<file path="config.mk">
export PLATFORM = sky130hd
export DESIGN_NAME = ram_port_arbiter
export DESIGN_NICKNAME = d
export VERILOG_FILES = /design/src/rtl/ram_port_arbiter.sv
export SDC_FILE = /design/constraint.sdc
export NUM_CORES = 1
export LEC_CHECK = 0
export CAP_MARGIN = 20
export CELL_PAD_IN_SITES_DETAIL_PLACEMENT = 0
export CELL_PAD_IN_SITES_GLOBAL_PLACEMENT = 1
export CORE_UTILIZATION = 11
export CTS_BUF_LIST = sky130_fd_sc_hd__clkbuf_4 sky130_fd_sc_hd__clkbuf_8
export DETAILED_ROUTE_END_ITERATION = 16
export PLACE_DENSITY_LB_ADDON = 0.08
export SYNTH_ARGS = -nofsm -noshare
export SYNTH_HDL_FRONTEND = slang
export SYNTH_SLANG_ARGS = --single-unit
</file>
<file path="constraint.sdc">
create_clock -name clk -period 1.3 [get_ports clk]
set_clock_uncertainty 0.05 [all_clocks]
set_input_delay 0.195 -clock clk [delete_from_list [all_inputs] [get_ports clk]]
set_output_delay 0.195 -clock clk [all_outputs]
set_load 0.01 [all_outputs]
</file>
<file path="src/rtl/ram_port_arbiter.sv">
// Single-port RAM arbiter between the CPU memory path and a DMA/debug loader.
// Define RAM_ARB_STARVE_GUARD_EN to add the DMA starvation guard.
module ram_port_arbiter #(
  parameter int unsigned ADDR_W       = 9,
  parameter int unsigned DATA_W       = 32,
  parameter int unsigned STARVE_LIMIT = 4
) (
  input  logic              clk,
  input  logic              reset,
  input  logic              cpu_req,
  input  logic              cpu_we,
  input  logic [ADDR_W-1:0] cpu_addr,
  input  logic [DATA_W-1:0] cpu_wdata,
  output logic              cpu_gnt,
  output logic              cpu_rvalid,
  output logic [DATA_W-1:0] cpu_rdata,
  output logic              cpu_stall,
  input  logic              dma_req,
  input  logic              dma_we,
  input  logic [ADDR_W-1:0] dma_addr,
  input  logic [DATA_W-1:0] dma_wdata,
  input  logic              dma_lock,
  output logic              dma_gnt,
  output logic              dma_rvalid,
  output logic [DATA_W-1:0] dma_rdata,
  output logic              ram_read,
  output logic              ram_write,
  output logic [ADDR_W-1:0] ram_addr,
  output logic [DATA_W-1:0] ram_wdata,
  input  logic [DATA_W-1:0] ram_rdata
);

  if (STARVE_LIMIT < 1 || STARVE_LIMIT > 15) begin : g_limit_check
    $error("STARVE_LIMIT must be in 1..15");
  end

  typedef enum logic [1:0] {OwnNone, OwnCpu, OwnDma} owner_e;

  owner_e rd_owner_q, rd_owner_d;
  logic   lock_q, lock_d;
  logic   force_dma;

`ifdef RAM_ARB_STARVE_GUARD_EN
  localparam logic [3:0] StarveMax = 4'(STARVE_LIMIT);

  logic [3:0] starve_q, starve_d;

  assign force_dma = (starve_q == StarveMax);

  always_comb begin
    starve_d = starve_q;
    if (!dma_req || dma_gnt) begin
      starve_d = '0;
    end else if (starve_q != StarveMax) begin
      starve_d = starve_q + 4'd1;
    end
  end

  always_ff @(posedge clk) begin
    if (!reset) begin
      starve_q <= '0;
    end else begin
      starve_q <= starve_d;
    end
  end
`else
  assign force_dma = 1'b0;
`endif

  // Reset gates the grants combinationally so nothing issues while reset is low.
  always_comb begin
    cpu_gnt = 1'b0;
    dma_gnt = 1'b0;
    if (reset) begin
      if ((lock_q || force_dma) && dma_req) begin
        dma_gnt = 1'b1;
      end else if (cpu_req) begin
        cpu_gnt = 1'b1;
      end else if (dma_req) begin
        dma_gnt = 1'b1;
      end
    end
  end

  always_comb begin
    ram_read  = 1'b0;
    ram_write = 1'b0;
    ram_addr  = '0;
    ram_wdata = '0;
    if (cpu_gnt) begin
      ram_read  = ~cpu_we;
      ram_write = cpu_we;
      ram_addr  = cpu_addr;
      ram_wdata = cpu_wdata;
    end else if (dma_gnt) begin
      ram_read  = ~dma_we;
      ram_write = dma_we;
      ram_addr  = dma_addr;
      ram_wdata = dma_wdata;
    end
  end

  always_comb begin
    rd_owner_d = OwnNone;
    if (cpu_gnt && !cpu_we) begin
      rd_owner_d = OwnCpu;
    end else if (dma_gnt && !dma_we) begin
      rd_owner_d = OwnDma;
    end
  end

  // Lock is taken on a locked DMA grant and dropped as soon as req or lock falls.
  assign lock_d = dma_req && dma_lock && (lock_q || dma_gnt);

  always_ff @(posedge clk) begin
    if (!reset) begin
      lock_q     <= 1'b0;
      rd_owner_q <= OwnNone;
    end else begin
      lock_q     <= lock_d;
      rd_owner_q <= rd_owner_d;
    end
  end

  // An in-flight read is discarded when reset is asserted on its data cycle.
  assign cpu_rvalid = reset && (rd_owner_q == OwnCpu);
  assign dma_rvalid = reset && (rd_owner_q == OwnDma);
  assign cpu_rdata  = cpu_rvalid ? ram_rdata : '0;
  assign dma_rdata  = dma_rvalid ? ram_rdata : '0;
  assign cpu_stall  = reset && cpu_req && !cpu_gnt;

endmodule
</file>
## Word-level counts from Yosys, hierarchy flattened

Cells that the tools add are included.
W data, S select, Z words.

- Equal/unequal tests: 2
- Multiplexer cells: 19
- Bitwise gates (word level): 3
- Reduce and logical (&&, ||, !) cells: 14

Operators with widths:

| operator | number |
|---|---|
| $mux W32 | 4 |
| $mux W9 | 2 |
| $mux W1 | 12 |
| $logic_and A1 B1 Y1 | 9 |
| $logic_not A1 Y1 | 3 |
| $not A1 Y1 | 3 |
| $eq A2 B1 Y1 const B | 1 |
| $eq A2 B2 Y1 const B | 1 |
| $mux W2 | 1 |
| $reduce_or A2 Y1 | 1 |
| $logic_or A1 B1 Y1 | 1 |

- Bits in registers: 3
- Bits of input ports: 121
- Word-level logic and storage cells: 41

## Depth between registers and ports, before layout

- Depth in word-level cells: 7
- Gate-level depth with buffers: 5

## Worst setup path before layout

OpenSTA, ideal clock, no wires.

- Path kind: flip-flop to output port
- Start: register rd_owner_q[0]
- End: output port dma_rdata[22]
- Arrival time: 0.911 ns
- Setup slack: 0.144 ns
- Stages on the path, launching flop included: 4
- Buffers on the path: 1
- Cells stage by stage: dfxtp_1 > and3b_4 > buf_4 > and2_1

- Cells in the longest elaborated chain, start to end: 3

RTL lines:

| what | line | text |
|---|---|---|
| start: declaration | 39 | `owner_e rd_owner_q, rd_owner_d;` |
| start signal: assignment | 118 | `rd_owner_q <= OwnNone;` |
| start signal: assignment | 121 | `rd_owner_q <= rd_owner_d;` |
| $eq A2 B2 Y1 | 127 | `assign dma_rvalid = reset && (rd_owner_q == OwnDma);` |
| $logic_and A1 B1 Y1 | 127 |  |
| net dma_rvalid | 24 | `output logic dma_rvalid,` |
| $mux W32 | 129 | `assign dma_rdata = dma_rvalid ? ram_rdata : '0;` |
| end: declaration | 25 | `output logic [DATA_W-1:0] dma_rdata,` |

The timed path passes the listed nets, and every way through them passes these cells.

## Worst setup path after layout

- Start: register lock_q
- End: output port ram_wdata[14]

- Cells in the longest elaborated chain, start to end: 5

RTL lines:

| what | line | text |
|---|---|---|
| start: declaration | 40 | `logic lock_q, lock_d;` |
| start signal: assignment | 120 | `lock_q <= lock_d;` |
| $logic_and A1 B1 Y1 (*) | 75 | `if ((lock_q \|\| force_dma) && dma_req) begin` |
| $mux W1 | 75 |  |
| $mux W1 | 74 | `if (reset) begin` |
| $mux W32 | 95 | `end else if (dma_gnt) begin` |
| $mux W32 (*) | 90 | `if (cpu_gnt) begin` |
| end: declaration | 29 | `output logic [DATA_W-1:0] ram_wdata,` |

Every way passes the cells marked *; elsewhere a longest branch is shown, timed or not.

==> impl_metrics.csv <==
group,metric,value,unit
placement,placed_area,3870,um^2
routing,wl,9.52,mm
clock_tree,clock-sinks,3,
routing,remaining_drc_errors,0,
power_and_ir_drop,leakage,0.00214,uW
status,outcome,"finished, violations left",
synthesis,syn_area_per_cell,5.48,um^2
synthesis,syn_nets,355,
worst_setup_path,crit_arrival,1310,ps
clock_tree,cts_hold_buf,0,
placement,dp_hpwl,6.00,mm
global_routing,grt_max_degree,43,
final_layout,final_nets,608,
worst_setup_path,crit_fanout,5,
sta,tightest_slew,239,ps
power_and_ir_drop,ir_drop,0.221,mV
final_layout,syn_to_final_growth,274,%
clock_tree,insertion_delay,220,ps
sta,setup_viol,112,
global_routing,grt_pass1_vias,2378,
hold_path,min_path_type,"in -> reg",
power_and_ir_drop,sequentialPowerShare,5.9,%
routing,drtAntennaViolNets,0,
sta,slew_headroom,84.1,%
sta,worst_slack,-253,ps
synthesis,synth_area_leaders,"and2_1 (32%), nand2_1 (26%), o22ai_1 (21%), buf_2 (5.1%), dfxtp_1 (4.7%)",
power_and_ir_drop,power.total,1670,uW
placement,routabilityCongestion,0.679,
routing,drt_first_pass_iters,4,
sta,rsz0062_at_grt,"yes",
synthesis,synth_top_area_share,31.7,%
status,violations,"negative setup slack",
worst_setup_path,path_class,"reg -> out",
synthesis,netlist_instances,234,
clock_tree,cts.clk_slew.worst_paths,30,ps
final_layout,final_util,42.2,%
synthesis,ys_warn_count,0,
power_and_ir_drop,swShare,33.7,%
global_routing,grt_overflow,0,
sta,hold_violations,0,
clock_tree,cts_tree,"built",
worst_setup_path,start_kind,"flip-flop",
power_and_ir_drop,powerDensity,349,nW/um^2
floorplan,io_pins,233,
synthesis,ys_ff_latch,3,
placement,dp_slack,-782,ps
power_and_ir_drop,p_int,1110,uW
power_and_ir_drop,switching_power,565,uW
placement,port_buffers,232,
worst_setup_path,crit_required,1050,ps
routing,routedWlPerCell,15.1,um
final_layout,drive_gt1_share,54.5,%
power_and_ir_drop,pwr-share-comb,76.7,%
floorplan,die_h,110,um
floorplan,start_util,11.3,%
floorplan,core-area,11400,um^2
global_routing,antenna_found_initial,0,
floorplan,rows,39,
synthesis,netlist_area,1280,um^2
final_layout,num_antenna_cells,0,
power_and_ir_drop,p_clk_share,17.4,%
sta,max_freq,644,MHz
global_routing,grt_pass1_wl,12.8,mm
job,drv_cap,0,
sta,timing.final.crit_share,119,%
routing,routed-via-count,2584,
sta,layout_min_cycle_time,1550,ps
sta,fin_setup_tns,-20540,ps
worst_setup_path,end_kind,"output pin",
final_layout,fillers,1160,
floorplan,die_area,12100,um^2
synthesis,yosysSeqAreaShare,4.69,%
synthesis,synth_cell_types,15,
final_layout,fin_area,4790,um^2
global_routing,gr-usage-all-layers,14.0,%
synthesis,yosys.area.top_type,"and2_1",
clock_tree,cts_root_buf,"clkbuf_8",
routing,drt_iter0_markers,78,
clock_tree,clockBufferDepth,2,
floorplan,fp.dieW,110,um
clock_tree,h-tree-depth,1,
routing,via_per_inst,4.11,
sta,maxSlewViolCount,0,
clock_tree,cts_buffers,3,
-- synth_stat cells --
master and count:
and2_1 65, buf_2 13, buf_4 7, inv_1 2, nand3_1 2, dfxtp_1 3, nor2_1 3, nand2b_1 1
nand2_2 1, buf_6 2, and3b_4 1, nor2_4 1, nand2_1 88, o22ai_1 43, clkbuf_2 2
-- cells by family after synthesis --
logic type | after synthesis | share of synthesized area [%]
compound gates | 43 | 21.0
buf+inv | 26 | 12.3
flops | 3 | 4.69
simple gates | 162 | 62.0
-- critical path, cell delays in order, from the launching register on --
cell and delay, ps:
dfxtp_2 350, nand2b_4 210, nand2_8 110, clkbuf_16 180, o22ai_2 80, buf_2 150
-- flip-flops by register name, indices dropped and copies added (netlist names) --
signal      cells
rd_owner_q      2
lock_q          1
-- metrics by stage --
| stage | std cells | hold slack, ps |
|---|---|---|
| finish | 629 | 413 |
| global placement | 604 | 668 |
| detailed placement | 604 | 658 |
| global route | 629 | 431 |
| CTS | 622 | 417 |
| floorplan | 234 | 217 |
-- power by group through the flow --
stage / sequential [uW] / combinational [uW] / clock (uW)
after floorplan: 98.8 / 306 / 0
after global placement: 99.3 / 987 / 0
after detailed placement: 99.3 / 985 / 0
after CTS: 99.2 / 1130 / 301
after global routing: 99.3 / 1370 / 311
final: 99.0 / 1280 / 292
-- metal layers --
metal | share of wire (%) | up-vias | wire [um] | global-route usage [%]
li1 | - | 1288 | - | -
met5 | 0 | - | 0 | 0
met2 | 56 | 141 | 5320 | 28.7
met1 | 33 | 1151 | 3150 | 13.9
met3 | 11 | 4 | 1000 | 3.50
met4 | 0.54 | 0 | 51 | 2.57
-- cell type report --
class | instances | area (um^2) | area share (%)
Inverter | 2 | 7.51 | 0.157
Timing Repair Buffer | 271 | 2860 | 59.6
Clock buffer | 4 | 48.8 | 1.02
Tap cell | 143 | 179 | 3.73
Sequential cell | 3 | 62.6 | 1.31
Multi-Input combinational cell | 206 | 1640 | 34.2
-- timing repair --
action,CTS,global route
endpoints found under the hold margin,0,0
cloned,10,6
buffers inserted,5,1
setup endpoints to repair,112,112
pin swaps,46,12
gates resized for setup,579,93
-- cell usage in the layout (no fill, tap or decap) --
master             n
clkdlybuf4s50_1  117
nand2_1           85
buf_6             78
and2_4            50
buf_2             47
o22ai_2           32
and2_1            15
o22ai_4           11
buf_16             8
buf_12             8
buf_4              6
clkbuf_16          5
nand2_8            3
clkbuf_8           3
nand3_4            2
inv_2              2
nor2_4             2
nor2_1             2
dfxtp_2            2
nand2_4            1
nand2b_4           1
and3b_4            1
nand2_2            1
clkbuf_4           1
clkdlybuf4s15_2    1
dlygate4sd2_1      1
dfxtp_1            1
-- path summary, 6_finish.rpt --
check,start,depth (start not counted),slack [ps],end
max,lock_q,5,-250,ram_wdata[14]
min,reset,4,410,rd_owner_q[1]
max reg2reg,lock_q,5,170,lock_q
min reg2reg,lock_q,5,740,rd_owner_q[0]
No activity file was read; power rests on OpenSTA's default activity.
